**src/rtl/fifo_stream_reader.sv**
```systemverilog
// fifo_stream_reader
// Drains the read side of a show-ahead FIFO (fifo_rd / fifo_empty / fifo_data)
// and presents the words as a valid/ready stream with packet framing: m_last
// marks every BURST-th accepted beat. A two-entry buffer (head + skid) keeps
// one word per clock flowing while fifo_rd stays independent of m_ready.
//
// Build option: define FIFO_STREAM_READER_FLUSH_EN to close a partial packet
// when the reader is disabled (m_last forced on the last buffered word).
module fifo_stream_reader #(
  parameter int B     = 8,
  parameter int BURST = 4,
  parameter int CW    = 16
) (
  input  logic          clk,
  input  logic          rst_n,
  input  logic          enable,
  input  logic          fifo_empty,
  input  logic [B-1:0]  fifo_data,
  output logic          fifo_rd,
  output logic          m_valid,
  input  logic          m_ready,
  output logic [B-1:0]  m_data,
  output logic          m_last,
  output logic          busy,
  output logic [CW-1:0] word_cnt
);

  localparam int BW = (BURST > 1) ? $clog2(BURST) : 1;
  localparam logic [BW-1:0] LAST_BEAT = BW'(BURST - 1);

  typedef enum logic [1:0] {
    IDLE  = 2'd0,
    RUN   = 2'd1,
    DRAIN = 2'd2
  } state_t;

  state_t        state;
  logic [1:0]    occ;
  logic [B-1:0]  entry0;
  logic [B-1:0]  entry1;
  logic [BW-1:0] beat;

  logic push;
  logic pop;
  logic at_last;
  logic flush_close;

  // Fetch depends only on registered state/occupancy and the FIFO flag, so
  // the pop strobe to the FIFO never sees a combinational path from m_ready.
  assign fifo_rd = (state == RUN) & ~fifo_empty & (occ != 2'd2);
  assign push    = fifo_rd;

  assign m_valid = (occ != 2'd0);
  assign m_data  = entry0;
  assign pop     = m_valid & m_ready;
  assign at_last = (beat == LAST_BEAT);

`ifdef FIFO_STREAM_READER_FLUSH_EN
  // The only word left while draining closes whatever packet is still open.
  assign flush_close = (state == DRAIN) & (occ == 2'd1) & ~at_last;
`else
  assign flush_close = 1'b0;
`endif

  assign m_last = m_valid & (at_last | flush_close);

  // Control FSM: IDLE -> RUN on enable, RUN -> DRAIN when enable drops,
  // DRAIN -> IDLE once the last buffered word leaves; busy is registered.
  always_ff @(posedge clk or negedge rst_n) begin
    // NOTE: all clocked state uses non-blocking assignment so every register
    // samples pre-edge values; blocking here would create order-dependent races.
    if (!rst_n) begin
      state <= IDLE;
      busy  <= 1'b0;
    end else begin
      case (state)
        IDLE: begin
          if (enable) begin
            state <= RUN;
            busy  <= 1'b1;
          end
        end
        RUN: begin
          if (!enable) begin
            state <= DRAIN;
          end
        end
        DRAIN: begin
          if (enable) begin
            state <= RUN;
          end else if ((occ == 2'd0) || ((occ == 2'd1) && pop)) begin
            state <= IDLE;
            busy  <= 1'b0;
          end
        end
        default: begin
          state <= IDLE;
          busy  <= 1'b0;
        end
      endcase
    end
  end

  // Head/skid buffer: head always drives m_data, skid only fills when the
  // head is stalled and a fetched word arrives in the same cycle.
  always_ff @(posedge clk or negedge rst_n) begin
    // NOTE: the two data entries are reset only because m_data must read 0
    // out of reset; a deeper storage array would normally be left unreset.
    if (!rst_n) begin
      occ    <= 2'd0;
      entry0 <= '0;
      entry1 <= '0;
    end else begin
      case (occ)
        2'd0: begin
          if (push) begin
            entry0 <= fifo_data;
            occ    <= 2'd1;
          end
        end
        2'd1: begin
          if (push && pop) begin
            entry0 <= fifo_data;
          end else if (push) begin
            entry1 <= fifo_data;
            occ    <= 2'd2;
          end else if (pop) begin
            occ    <= 2'd0;
          end
        end
        2'd2: begin
          if (pop) begin
            entry0 <= entry1;
            occ    <= 2'd1;
          end
        end
        default: begin
          occ <= 2'd0;
        end
      endcase
    end
  end

  // Packet beat position and total transfer count advance on each accepted word.
  always_ff @(posedge clk or negedge rst_n) begin
    if (!rst_n) begin
      beat     <= '0;
      word_cnt <= '0;
    end else if (pop) begin
      word_cnt <= word_cnt + 1'b1;
      beat     <= (at_last || flush_close) ? '0 : beat + 1'b1;
    end
  end

endmodule

```
**config.mk**
```make
export PLATFORM = sky130hd
export DESIGN_NAME = fifo_stream_reader
export DESIGN_NICKNAME = d
export VERILOG_FILES = /design/src/rtl/fifo_stream_reader.sv
export SDC_FILE = /design/constraint.sdc
export NUM_CORES = 1
export LEC_CHECK = 0
export CORE_MARGIN = 2
export CORE_UTILIZATION = 49
export CTS_CLUSTER_DIAMETER = 30
export DETAILED_ROUTE_END_ITERATION = 10
export GPL_TIMING_DRIVEN = 1
export PLACE_DENSITY = 0.81
export SYNTH_ARGS = -nofsm -noshare
export SYNTH_HDL_FRONTEND = slang
export SYNTH_SLANG_ARGS = --single-unit
export TNS_END_PERCENT = 5
```
**constraint.sdc**
```tcl
create_clock -name clk -period 2.2 [get_ports clk]
set_input_delay 0.33 -clock clk [delete_from_list [all_inputs] [get_ports clk]]
set_output_delay 0.33 -clock clk [all_outputs]
set_load 0.02 [all_outputs]
```
==> summary.md, run 1 <==
| Metric | Value |
|---|---|
| TritonCTS clock tree | `done` |
| Met3 wire len | `between 150 and 200 um` |
| CTS Buffer Depth | `2` |
| TNS Setup | `0 ns` |
| Combinational family with the most area after synthesis | `simple AND/OR/NAND/NOR gates` |
| EDFF count, synth | `0` |
| Critical path data arrival time | `1.70 ns` |
| CP Launch Type | `register` |
| DRC Markers | `0` |
| Final net count | `around 210` |
| Utilization after layout | `about two thirds` |
| Hold Crit Class | `in2async` |
| Adder-cell area share of the yosys netlist | `under 10%` |
| Fin. max-slew vios | `0` |
| Design area | `roughly 0.0023 sq mm` |
| WP data required | `1.87 ns` |
| RSZ-0062 raised after global routing | `false` |
| P&R area growth vs syn | `28.1%` |
| All-Layer GR Usage | `20.2%` |
| Worst-skew pair later-pin latency | `around 0.34 ns` |
| Placer's final routability congestion estimate | `between 0.7 and 0.8` |
| Synth warn | `0` |
| Commonest non-fill, non-tap cell in the layout | `dfrtp_1` |
| Worst Max-Slew Pin Slew | `0.860 ns` |
| Via count | `about 1300` |
| DP HPWL | `about 2600 um` |
| Routed WL | `between 3000 and 4000 um` |
| Slew margin rel. | `between 40 and 50%` |
| Post-Synth Simple-Gate Area | `approximately 15%` |
| Async SR Flop Fraction | `100%` |
| Complex-gate fraction of the synthesized area | `under 10%` |
| R2r setup slk | `0.31 ns` |
| Max-cap check violation count | `0` |
| Pwr Density | `a little under 900 mW/mm^2` |
| Status | `completed` |
| Max VDD drop | `0.000459 V` |
| # hold bufs at CTS | `0` |
| Net Count, Synth | `~170` |
| Highest Signal Layer | `met4` |
| Layout Skew | `0.0103 ns` |
| Post-Place Worst Slack | `-0.0185 ns` |
| Worst Setup End Kind | `output pin` |
| Placement Cell Area | `between 0.002 and 0.0025 sq mm` |
| Initial core utilization | `52.2%` |
| Most frequent cells in the layout | `39 x dfrtp_1, 37 x clkdlybuf4s50_1, 16 x nor2_1` |
| Hold Vio Cnt, Final | `0` |
| Site Rows | `21` |
| Synth Instances | `152` |
| Largest net degree at the start of global routing | `40` |
| PostCTS Resize Cnt | `2` |
| Crit. Startpoint | `occ[1]` |
| Post-CTS Setup Bufs | `0` |
| Vias in the first global route | `1415` |
| Seq/Total Area, Yosys | `between 50% and 60%` |
| First-pass DRT Iterations | `4` |
| Chip width | `approximately 64 um` |
| Worst Path Max Fanout | `8` |
| Clk root buf | `clkbuf_4` |
| Routed wl met2 | `~1700 um` |
| R2R Path Start | `state[1]` |
| Initial antenna violation count | `0` |
| XOR/XNOR Fraction of Synth Area | `under 10%` |
| IO Pins | `41` |
| CTS clock-pin slew for the worst setup and hold paths | `~0.11 ns` |
| CP Class | `reg2out` |
| Ratio of cells with drive above 1 in the final layout | `about an eighth` |
| Iter 0 DRT Violations | `between 50 and 60` |
| # H-tree levels | `2` |
| Post-Synthesis Cell Area | `roughly 0.0018 sq mm` |
| Post-synthesis cell type count | `34` |
| First-pass GRT wire length | `roughly 6400 um` |
| GRT overflow | `0` |
| IO buf count | `40` |
| Max Freq | `493 MHz` |
| Leakage | `1.01 nW` |
| Fin crit share | `between 90% and 100%` |
| DR WL/cell | `approximately 15 um` |
| Routed Antenna Nets | `0` |
| Setup violators final | `0` |
| Final setup margin | `between 0.15 and 0.2 ns` |
| Clock sink total | `39` |
| Main flop type after synthesis | `dfrtp_1` |
| Antenna cells | `0` |
| Yosys reg bits | `39` |
| Die height | `around 64 um` |
| Vias per inst | `approximately 5.3` |
| Met1 WL | `1630 um` |
| Mux contribution to synthesized area | `about 11%` |
| CORE AREA | `0.00342 sq mm` |
| Die area | `between 0.004 and 0.005 sq mm` |
| CTS Buf Count | `5` |
| Syn avg cell area | `11.7 sq um` |
| Final min period | `slightly above 2 ns` |
## sequential cells by signal, indices dropped and copies added, names as in the netlist
name / flops
word_cnt: 16
entry1: 8
m_data: 8
beat: 2
occ: 2
state: 2
busy: 1
## path summary, 6_finish.rpt
path | end | cells after the start
max in group asynchronous | occ[1] | 1
worst min register to register | word_cnt[15] | 1
worst max register to register | entry1[0] | 4
worst max-delay path | m_valid | 2
min in group clk | word_cnt[15] | 1
worst min-delay path | m_data[3] | 1
## cell type report
cell class	count	area, sq um
fillers	277	1130
flip-flops and latches	39	976
multi-input cells	107	768
repair buffers	45	430
well taps	46	57.6
clock buffers	7	45.0
clock inverters	1	5.00
inverters	1	3.75
## cell families after synthesis
kind of cell	after synthesis
flip-flops	39
buffers and inverters	6
AND/OR/NAND/NOR	54
adder cells (fa/ha/maj)	2
multiplexers	16
AO/OA/AOI/OAI	19
XOR/XNOR	16
## where the power goes
group | leakage (nW) | switching (mW) | internal (mW)
combinational | 0.490 | 0.301 | 0.363
clock | 0.0293 | 0.227 | 0.125
sequential | 0.492 | 0.140 | 0.888
## cell usage after synthesis (3+ instances only)
cell type  number  area [sq um]
dfrtp_1        39           976
nor2_1         16          60.1
xnor2_1        12           105
a21oi_1        10          50.1
nand2_1         9          33.8
mux2_4          8           120
mux2i_1         8          80.1
nand3_1         6          30.0
nand4_1         5          31.3
xor2_1          4          35.0
and2_1          3          18.8
nor3_1          3          15.0
## per-stage QoR
step / instances / power (mW) / hold WS, ns
finish: 246 / 2.04 / 0.0863
detailed placement: 238 / 1.71 / 0.467
floorplan: 152 / 1.40 / 0.0344
global placement: 238 / 1.68 / 0.460
global route: 246 / 2.18 / 0.125
CTS: 246 / 2.06 / 0.108
## layer usage
| metal | up-vias | GRT usage, % |
|---|---|---|
| met3 | 10 | 4.23 |
| met5 | - | 0 |
| met2 | 37 | 32.0 |
| met1 | 642 | 26.8 |
| met4 | 0 | 9.04 |
| li1 | 619 | - |
## critical path: stages (launching register included)
cell and delay (ns):
dfrtp_1 0.47, or2_2 0.35, clkdlybuf4s50_1 0.55
Power figures use the tool's default switching activity.
==> run 2, diff against run 1 <==
--- a/config.mk
+++ b/config.mk
@@ -11,6 +11,7 @@
 export DETAILED_ROUTE_END_ITERATION = 10
 export GPL_TIMING_DRIVEN = 1
 export PLACE_DENSITY = 0.81
+export REMOVE_ABC_BUFFERS = 1
 export SYNTH_ARGS = -nofsm -noshare
 export SYNTH_HDL_FRONTEND = slang
 export SYNTH_SLANG_ARGS = --single-unit
==> run 2 against run 1 <==
Against the previous run:
- final area decreased by 0.33%
- sequential share of layout area increased by 0.20 points
- clock-buffer cell count decreased by 1
- critical endpoint unchanged
- clock skew increased by 0.0011 ns
- via count decreased by 2.8%
- critical path type unchanged
- flip-flop and latch count unchanged
- register-to-register slack about the same
- die area unchanged
==> summary.md, run 2 (synthesis gave the netlist of run 1 again) <==
| Metric | Value |
|---|---|
| Status | `completed` |
| RR Endpoint | `entry1[3]` |
| Max Freq | `slightly below 500 MHz` |
| Commonest non-fill, non-tap cell in the layout | `dfrtp_1` |
| CORE AREA | `between 0.003 and 0.004 sq mm` |
| RSZ-0062 raised after global routing | `false` |
| Fin crit share | `93.4%` |
| Critical path data arrival time | `1.72 ns` |
| Max VDD drop | `0.000574 V` |
| Routed WL | `between 3000 and 4000 um` |
| Final net count | `212` |
| Worst-skew pair later-pin latency | `about 0.35 ns` |
| GRT overflow | `0` |
| CTS Buf Count | `5` |
| Placer's final routability congestion estimate | `between 0.8 and 0.9` |
| Hold Crit Class | `in2async` |
| Filler cells | `roughly 260` |
| Routed Antenna Nets | `0` |
| Most frequent cells in the layout | `38 x dfrtp_1, 37 x clkdlybuf4s50_1, 16 x nor2_1` |
| Max-cap check violation count | `0` |
| Clk root buf | `clkbuf_4` |
| Vias per inst | `between 5 and 6` |
| Die height | `between 60 and 70 um` |
| Cells after DPL | `236` |
| Antenna cells | `0` |
| Worst Setup End Kind | `output pin` |
| Leakage | `1.00 nW` |
| First-pass GRT wire length | `around 6400 um` |
| First-pass DRT Iterations | `5` |
| Final min period | `roughly 2 ns` |
| Finished Layout Cells | `approximately 240` |
| Hold Vio Cnt, Final | `0` |
| Clock sink total | `39` |
| Iter 0 DRT Violations | `between 80 and 90` |
| # H-tree levels | `2` |
| Int Pwr | `1.39 mW` |
| Post-CTS Setup Bufs | `0` |
| WP data required | `1.87 ns` |
| All-Layer GR Usage | `around 20%` |
| Initial core utilization | `52.2%` |
| Largest net degree at the start of global routing | `40` |
| Net Sw Frac | `between 30% and 40%` |
| TNS Setup | `0 ns` |
| CP Class | `reg2out` |
| Chip width | `64.3 um` |
| CTS clock-pin slew for the worst setup and hold paths | `0.11 ns` |
| DRC Markers | `0` |
| Design area | `approximately 0.0023 sq mm` |
| Placement Cell Area | `between 0.002 and 0.0025 sq mm` |
| Register-to-Register Path Depth | `4` |
| Combinational power share | `a little under a third` |
| DP HPWL | `about 2500 um` |
| Setup violators final | `0` |
| Worst Path Max Fanout | `11` |
| Vias in the first global route | `~1300` |
| Clock Power Share | `about 18%` |
| Die area | `0.00414 sq mm` |
| Reg power frac | `about half` |
| IO buf count | `40` |
| Via count | `roughly 1300` |
| R2R Path Start | `state[1]` |
| Slew margin rel. | `between 40% and 50%` |
| IO Pins | `between 40 and 50` |
| R2r setup slk | `0.30 ns` |
| P&R area growth vs syn | `27.7%` |
| Net Switching | `664 uW` |
| Site Rows | `21` |
| Pwr Density | `roughly 900 mW/mm^2` |
| TritonCTS clock tree | `done` |
| DR WL/cell | `between 10 and 15 um` |
| CP Launch Type | `register` |
| Most flops, register | `word_cnt` |
| Layout Skew | `between 0.01 and 0.015 ns` |
| Ratio of cells with drive above 1 in the final layout | `12.7%` |
| Worst Max-Slew Pin Slew | `approximately 0.84 ns` |
| CTS Buffer Depth | `2` |
| Fin. max-slew vios | `0` |
| Max reg flops | `16` |
| Crit. Startpoint | `occ[1]` |
| Initial antenna violation count | `0` |
run 2: final cells by class:
class	count	area [sq um]	area share, %
Sequential cell	39	977	42.9
Multi-Input combinational cell	107	768	33.7
Timing Repair Buffer	43	415	18.2
Tap cell	46	57.6	2.53
Clock buffer	6	51.3	2.25
Clock inverter	1	5.00	0.220
Inverter	1	3.75	0.165
run 2: metal layers:
metal	share of wire (%)	routed length, um	global-route usage [%]
met5	0	0	0
met4	1.9	66	7.98
met3	5.4	187	5.63
met2	45	1570	31.4
met1	47	1640	26.1
run 2: worst max path at each step:
stage	end	slack [ns]	cells past startpoint
after CTS	m_valid	0.12	2
after floorplan	fifo_rd	0.43	2
after detailed placement	entry1[3]	0.02	5
after global routing	m_valid	0.07	2
final	m_valid	0.15	2
after global placement	entry1[1]	0.05	5
run 2: worst max-delay path, stage by stage, from the launching register on:
cell and delay (ns):
dfrtp_2 0.50, or2_2 0.34, clkdlybuf4s50_1 0.54
run 2: metrics by stage:
stage / setup slack (ns) / hold slack, ns / utilization (%) / power (mW)
after floorplan: 0.433 / 0.0344 / - / 1.40
after global placement: 0.0547 / 0.462 / 65.1 / 1.67
after detailed placement: 0.0179 / 0.468 / 65.1 / 1.70
after CTS: 0.124 / 0.0892 / 66.7 / 2.08
after global routing: 0.0672 / 0.118 / 66.7 / 2.19
final: 0.145 / 0.0668 / 66.7 / 2.06
run 2: power by group through the flow:
stage | logic (mW) | clock network, mW | registers [mW]
CTS | 0.663 | 0.388 | 1.03
global route | 0.712 | 0.426 | 1.06
detailed placement | 0.660 | 0 | 1.04
floorplan | 0.278 | 0 | 1.12
global placement | 0.641 | 0 | 1.03
finish | 0.654 | 0.377 | 1.03
run 2: repair_timing:
item                       CTS  global route
setup endpoints to repair    2             0
hold endpoints to repair     0             0
resized for setup            3             0
hold buffers                 0             0
